File: src/rtl/d_mem_delay_timer_pkg.sv
// Shared types and constants for the data-memory driven delay timer.
//   state_t    : fetch/run sequencer states
//   DATA_W     : width of a data-memory word and of each counter stage
//   ADDR_W     : width of the data-memory address
//   N_STAGES   : number of cascaded counter stages (one preset word each)
//   fetch_addr : address of preset word idx relative to a base (wraps mod 2^ADDR_W)
package d_timer_pkg;

  localparam int unsigned DATA_W   = 8;
  localparam int unsigned ADDR_W   = 8;
  localparam int unsigned N_STAGES = 3;

  typedef enum logic [2:0] {
    IDLE,
    LOAD0,
    LOAD1,
    LOAD2,
    RUN
  } state_t;

  function automatic logic [ADDR_W-1:0] fetch_addr(input logic [ADDR_W-1:0] base,
                                                   input int unsigned       idx);
    return base + ADDR_W'(idx);
  endfunction

endpackage

File: src/rtl/d_mem_delay_timer_stage.sv
// timer_stage: one 8-bit presettable up-counter of the delay cascade.
//   clk, rst_n   : clock, asynchronous active-low reset (clears the count)
//   load_i       : overwrite the count with load_val_i this cycle
//   load_val_i   : value loaded while load_i is high
//   cin_i        : count enable / carry in from the previous stage
//   reload_val_i : value taken instead of wrapping when counting past 8'hFF
//   cout_o       : carry out, high when counting from the terminal value
module timer_stage
  import d_timer_pkg::*;
(
  input  logic              clk,
  input  logic              rst_n,
  input  logic              load_i,
  input  logic [DATA_W-1:0] load_val_i,
  input  logic              cin_i,
  input  logic [DATA_W-1:0] reload_val_i,
  output logic              cout_o
);

  logic [DATA_W-1:0] cnt_q, cnt_d;

  always_comb begin
    cnt_d = cnt_q;
    if (load_i) begin
      cnt_d = load_val_i;
    end else if (cin_i) begin
      // The terminal count reloads the preset rather than wrapping to zero,
      // so each stage spans (256 - preset) carries in.
      cnt_d = (cnt_q == '1) ? reload_val_i : cnt_q + 1'b1;
    end
  end

  assign cout_o = cin_i & (cnt_q == '1);

  always_ff @(posedge clk or negedge rst_n) begin
    if (!rst_n) cnt_q <= '0;
    else        cnt_q <= cnt_d;
  end

endmodule

File: src/rtl/d_mem_delay_timer.sv
// d_mem_delay_timer: fetches three delay presets from consecutive data-memory
// words, then runs a cascaded 3-stage counter and pulses tick once per period
// P = (256-p0)(256-p1)(256-p2) cycles.
//   clk, rst_n : clock, asynchronous active-low reset
//   start      : level request; every cycle seen high (without stop) begins a fetch
//   stop       : abort to IDLE; wins over start
//   mem_addr   : data-memory read address (BASE_ADDR outside the fetch)
//   mem_data   : data-memory read data, same-cycle valid
//   busy       : high in every state except IDLE
//   tick       : one-cycle pulse at the end of each period
//   tick_count : (only with DTIMER_TICK_COUNT_EN) ticks since the last fetch, wraps
// Parameters: BASE_ADDR (address of preset 0), AUTO_RELOAD (1 periodic, 0 one-shot).
module d_mem_delay_timer
  import d_timer_pkg::*;
#(
  parameter logic [ADDR_W-1:0] BASE_ADDR   = 8'd0,
  parameter bit                AUTO_RELOAD = 1'b1
) (
  input  logic              clk,
  input  logic              rst_n,
  input  logic              start,
  input  logic              stop,
  output logic [ADDR_W-1:0] mem_addr,
  input  logic [DATA_W-1:0] mem_data,
  output logic              busy,
  output logic              tick
`ifdef DTIMER_TICK_COUNT_EN
  ,
  output logic [7:0]        tick_count
`endif
);

  state_t            state_q, state_d;
  logic [DATA_W-1:0] preset_q [N_STAGES];
  logic [DATA_W-1:0] preset_d [N_STAGES];
  logic [N_STAGES-1:0] load;
  logic [N_STAGES:0]   carry;

  // Stage 0 counts every RUN cycle; each later stage counts on the carry of
  // the one before it, so carry[N_STAGES] marks the last cycle of a period.
  assign carry[0] = (state_q == RUN);

  for (genvar g = 0; g < N_STAGES; g++) begin : g_stage
    timer_stage u_stage (
      .clk          (clk),
      .rst_n        (rst_n),
      .load_i       (load[g]),
      .load_val_i   (mem_data),
      .cin_i        (carry[g]),
      .reload_val_i (preset_q[g]),
      .cout_o       (carry[g+1])
    );
  end

  assign busy = (state_q != IDLE);

  always_comb begin
    state_d  = state_q;
    preset_d = preset_q;
    load     = '0;
    mem_addr = BASE_ADDR;
    // A restart or abort in the same cycle swallows the tick.
    tick     = carry[N_STAGES] & ~stop & ~start;

    case (state_q)
      IDLE: if (start && !stop) state_d = LOAD0;
      LOAD0: begin
        mem_addr    = fetch_addr(BASE_ADDR, 0);
        load[0]     = 1'b1;
        preset_d[0] = mem_data;
        state_d     = LOAD1;
      end
      LOAD1: begin
        mem_addr    = fetch_addr(BASE_ADDR, 1);
        load[1]     = 1'b1;
        preset_d[1] = mem_data;
        state_d     = LOAD2;
      end
      LOAD2: begin
        mem_addr    = fetch_addr(BASE_ADDR, 2);
        load[2]     = 1'b1;
        preset_d[2] = mem_data;
        state_d     = RUN;
      end
      RUN: if (tick && !AUTO_RELOAD) state_d = IDLE;
      default: state_d = IDLE;
    endcase

    // Abort and restart override the normal sequence in every active state.
    if (state_q != IDLE) begin
      if (stop)       state_d = IDLE;
      else if (start) state_d = LOAD0;
    end
  end

  always_ff @(posedge clk or negedge rst_n) begin
    if (!rst_n) begin
      state_q <= IDLE;
      for (int i = 0; i < N_STAGES; i++) preset_q[i] <= '0;
    end else begin
      state_q  <= state_d;
      preset_q <= preset_d;
    end
  end

`ifdef DTIMER_TICK_COUNT_EN
  logic [7:0] tick_count_q, tick_count_d;

  always_comb begin
    tick_count_d = tick_count_q;
    if (state_d == LOAD0) tick_count_d = '0;
    else if (tick)        tick_count_d = tick_count_q + 8'd1;
  end

  always_ff @(posedge clk or negedge rst_n) begin
    if (!rst_n) tick_count_q <= '0;
    else        tick_count_q <= tick_count_d;
  end

  assign tick_count = tick_count_q;
`endif

endmodule
File: config.mk
export PLATFORM = sky130hd
export DESIGN_NAME = d_mem_delay_timer
export DESIGN_NICKNAME = d
export VERILOG_FILES = /design/src/rtl/d_mem_delay_timer_pkg.sv /design/src/rtl/d_mem_delay_timer_stage.sv /design/src/rtl/d_mem_delay_timer.sv
export SDC_FILE = /design/constraint.sdc
export NUM_CORES = 1
export LEC_CHECK = 0
export CAP_MARGIN = 20
export CELL_PAD_IN_SITES_DETAIL_PLACEMENT = 2
export CELL_PAD_IN_SITES_GLOBAL_PLACEMENT = 2
export CORE_MARGIN = 4
export CORE_UTILIZATION = 42
export DETAILED_ROUTE_END_ITERATION = 16
export DONT_BUFFER_PORTS = 1
export GPL_TIMING_DRIVEN = 1
export PLACE_DENSITY = 0.94
export SYNTH_ARGS = -nofsm -noshare
export SYNTH_HDL_FRONTEND = slang
export SYNTH_SLANG_ARGS = --single-unit
File: constraint.sdc
create_clock -name clk -period 6 [get_ports clk]
set_input_delay 1.2 -clock clk [delete_from_list [all_inputs] [get_ports clk]]
set_output_delay 1.2 -clock clk [all_outputs]
set_load 0.02 [all_outputs]
==> metrics.md <==
| Metric | Value |
|---|---|
| Initial Util | `between 40% and 50%` |
| Relative slew slack | `roughly 36%` |
| Largest family of logic cells by synthesized area | `simple AND/OR/NAND/NOR gates` |
| FF-to-FF setup slack | `approximately 3400 ps` |
| Setup Buffers After CTS | `0` |
| DP HPWL | `5882 um` |
| # rows | `29` |
| Global placer's final weighted congestion | `between 0.7 and 0.8` |
| Synth top area cells | `dfrtp_1 (47%), nand2_1 (12%), nand3_1 (3.5%)` |
| Yosys reg bits | `a little over 50` |
| Simple-Gate Fraction of Synth Area | `27.06%` |
| Mapped cell area | `0.002719 sq mm` |
| Adder-Cell Fraction of Synth Area | `under 10%` |
| Vias | `2282` |
| Post-DR wirelength/cell | `21.20 um` |
| Boundary Pins | `22` |
| Worst EP arrival | `a little over 3000 ps` |
| Actual slew at the worst max-slew pin | `between 900 and 1000 ps` |
| # placed instances | `between 300 and 400` |
| Synth cell types | `52` |
| Compound-gate portion of the synthesized area | `15.88%` |
| EDFF count, synth | `0` |
| Post-Syn Instances | `310` |
| Yosys top cell by area | `dfrtp_1` |
| Port bufs | `0` |
| Share of cells above drive strength 1 | `4.248%` |
| DRC violations left | `0` |
| Outcome | `completed` |
| Register area share after synthesis | `46.94%` |
| Vias in the first global route | `2550` |
| Clk slew on worst S/H paths | `90 ps` |
| Register Area | `0.001276 sq mm` |
| H-tree Lvls | `2` |
| Crit path from | `state_q[2]` |
| Crit end category | `primary output` |
| Largest net degree at the start of global routing | `52` |
| Vias per Instance | `between 5 and 6` |
| Max Clk Rate | `~230 MHz` |
| CTS sink count | `51` |
| Leakage | `0.001255 uW` |
| Post-Route WL | `8120 um` |
| Hold Vio Cnt, Final | `0` |
| Post-Route Setup TNS | `0 ps` |
| Worst Hold Launch | `preset_q[7]` |
| Overall Global Routing Usage | `a little under a quarter` |
| Synth-to-Final Area Change | `4.510%` |
| Initial antenna violation count | `0` |
| Min Tclk post-route | `4287 ps` |
| Xor and xnor area share after synthesis | `approximately 1.6%` |
| Unrepaired setup endpoints after global routing | `no` |
| Multi-input logic area | `0.001344 sq mm` |
| RR Startpoint | `state_q[2]` |
| Die height | `88.46 um` |
| Setup violators final | `0` |
| Clock Tree Root | `clkbuf_8` |
| PostCTS Resize Cnt | `0` |
| Worst Path Max Fanout | `12` |
| Worst EP required | `4800 ps` |
| Critical path class | `reg -> out` |
| Top cell type's share of synthesized area | `46.94%` |
| Power density over the cells | `341.3 mW/mm^2` |
| Top-count cell post-synth | `nand2_1` |
| Die ar. | `around 0.008 sq mm` |
| Slew Limit Fails | `0` |
| Final #Nets | `321` |
| Yosys warning total | `0` |
| CTS tree | `done` |
| Gr ovfl total | `0` |
| Setup crit start kind | `register` |
| Worst VDD drop | `0.0001562 V` |
| Worst Skew | `7.296 ps` |
| Drt first pass iters | `4` |
| Post-Layout Cell Count | `383` |
| Hold crit path type | `reg -> reg` |
| Clock Tree Buf Depth | `2` |
| Post-synthesis mux area share | `~2.7%` |
| Tcrit/Tclk final | `a little over 70%` |
| ANT nets after route | `0` |
| DR iter-0 viols | `95` |
| FILL cells | `717` |
| Post-CTS Hold Buffers | `0` |
| Diodes inserted | `0` |
| Core Footprint | `0.006314 sq mm` |
| Max-Cap Viols | `0` |
| CTS Buf Count | `5` |
| Insertion delay to the later sink of the worst-skew pair | `310 ps` |
| Chip width | `88.46 um` |
| Synth cell count leaders | `nand2_1 (90), dfrtp_1 (51), nand3_1 (19), nor2_1 (12), o21ai_0 (12)` |
| First-pass GRT wire length | `13800 um` |
| Asr flop ratio synth | `100.0%` |
| Synth Flop Type | `dfrtp_1` |
| Avg Synthesized Cell Area | `just under 9 sq um` |
## routing by layer
layer  global-route usage [%]  vias up  wire length, um
met1                    31.36     1172             3749
met4                    5.769        0               89
met2                    38.75       18             4131
met3                    3.538        5              151
li1                         -     1087                -
met5                        0        -                0
## placed cells by master (no fill, tap or decap), types with 3 or more instances in the layout
cell and instances:
nand2_1 90, dfrtp_1 51, nand3_1 19, nor2_1 12, o21ai_0 12, a21oi_1 10, nand4_1 8, nor3_1 6
o211ai_1 6, conb_1 6, mux2i_1 5, clkbuf_8 5, inv_1 4, and4_1 4, a211oi_1 4, a31oi_1 4
nor2b_1 3, a211o_1 3, xor2_1 3, a221o_1 3, o21ai_1 3, ha_1 3
## critical path, cell delays in order, from the launching register on
cell,delay [ps]
dfrtp_1,550
or3b_1,580
nor4_4,620
nand2_2,260
nor4_1,770
## area by class of cell
cell class                      count  area share [%]
Sequential cell                    51           44.91
Multi-Input combinational cell    243           47.29
Clock buffer                        6           2.554
Inverter                            4          0.5284
Timing Repair Buffer                1          0.2642
Clock inverter                      1           1.057
Tap cell                           77           3.391
## state kept, by name, indices dropped and copies added (netlist names)
register               flops
state_q                    3
preset_q                  24
g_stage.u_stage.cnt_q     24
## report_power, final
group          internal (uW)  total, uW  switching, uW
combinational           85.2        194            109
sequential               431        537            106
clock                    122        238            116
## through the flow
step	setup slack [ps]	utilization, %	hold slack, ps	power [uW]	cell area (sq um)
after floorplan	2495	-	440.3	663.9	2738
after global placement	2114	43.38	459.7	704.7	2739
after detailed placement	2028	43.38	463.2	732.8	2739
after CTS	1696	45.01	486.6	975.9	2841
after global routing	1424	45.01	516.5	1039	2841
final	1713	45.01	483.6	969.9	2841
## logic make-up (layout without fill, tap and decap cells)
logic type | after synthesis | in the layout
AND/OR/NAND/NOR | 158 | 158
AO/OA/AOI/OAI | 64 | 64
flip-flops | 51 | 51
buffers and inverters | 21 | 12
multiplexers | 7 | 7
XOR/XNOR | 5 | 5
adder cells (fa/ha/maj) | 3 | 3
other | 1 | 6
## final timing paths
kind	endpoint	depth (start not counted)
max	tick	4
min	preset_q[7]	2
max reg2reg	g_stage[1].u_stage.cnt_q[6]	5
min reg2reg	preset_q[7]	2
max in group asynchronous	state_q[2]	0
min in group asynchronous	preset_q[16]	0
(Power assumes the default switching activity.)
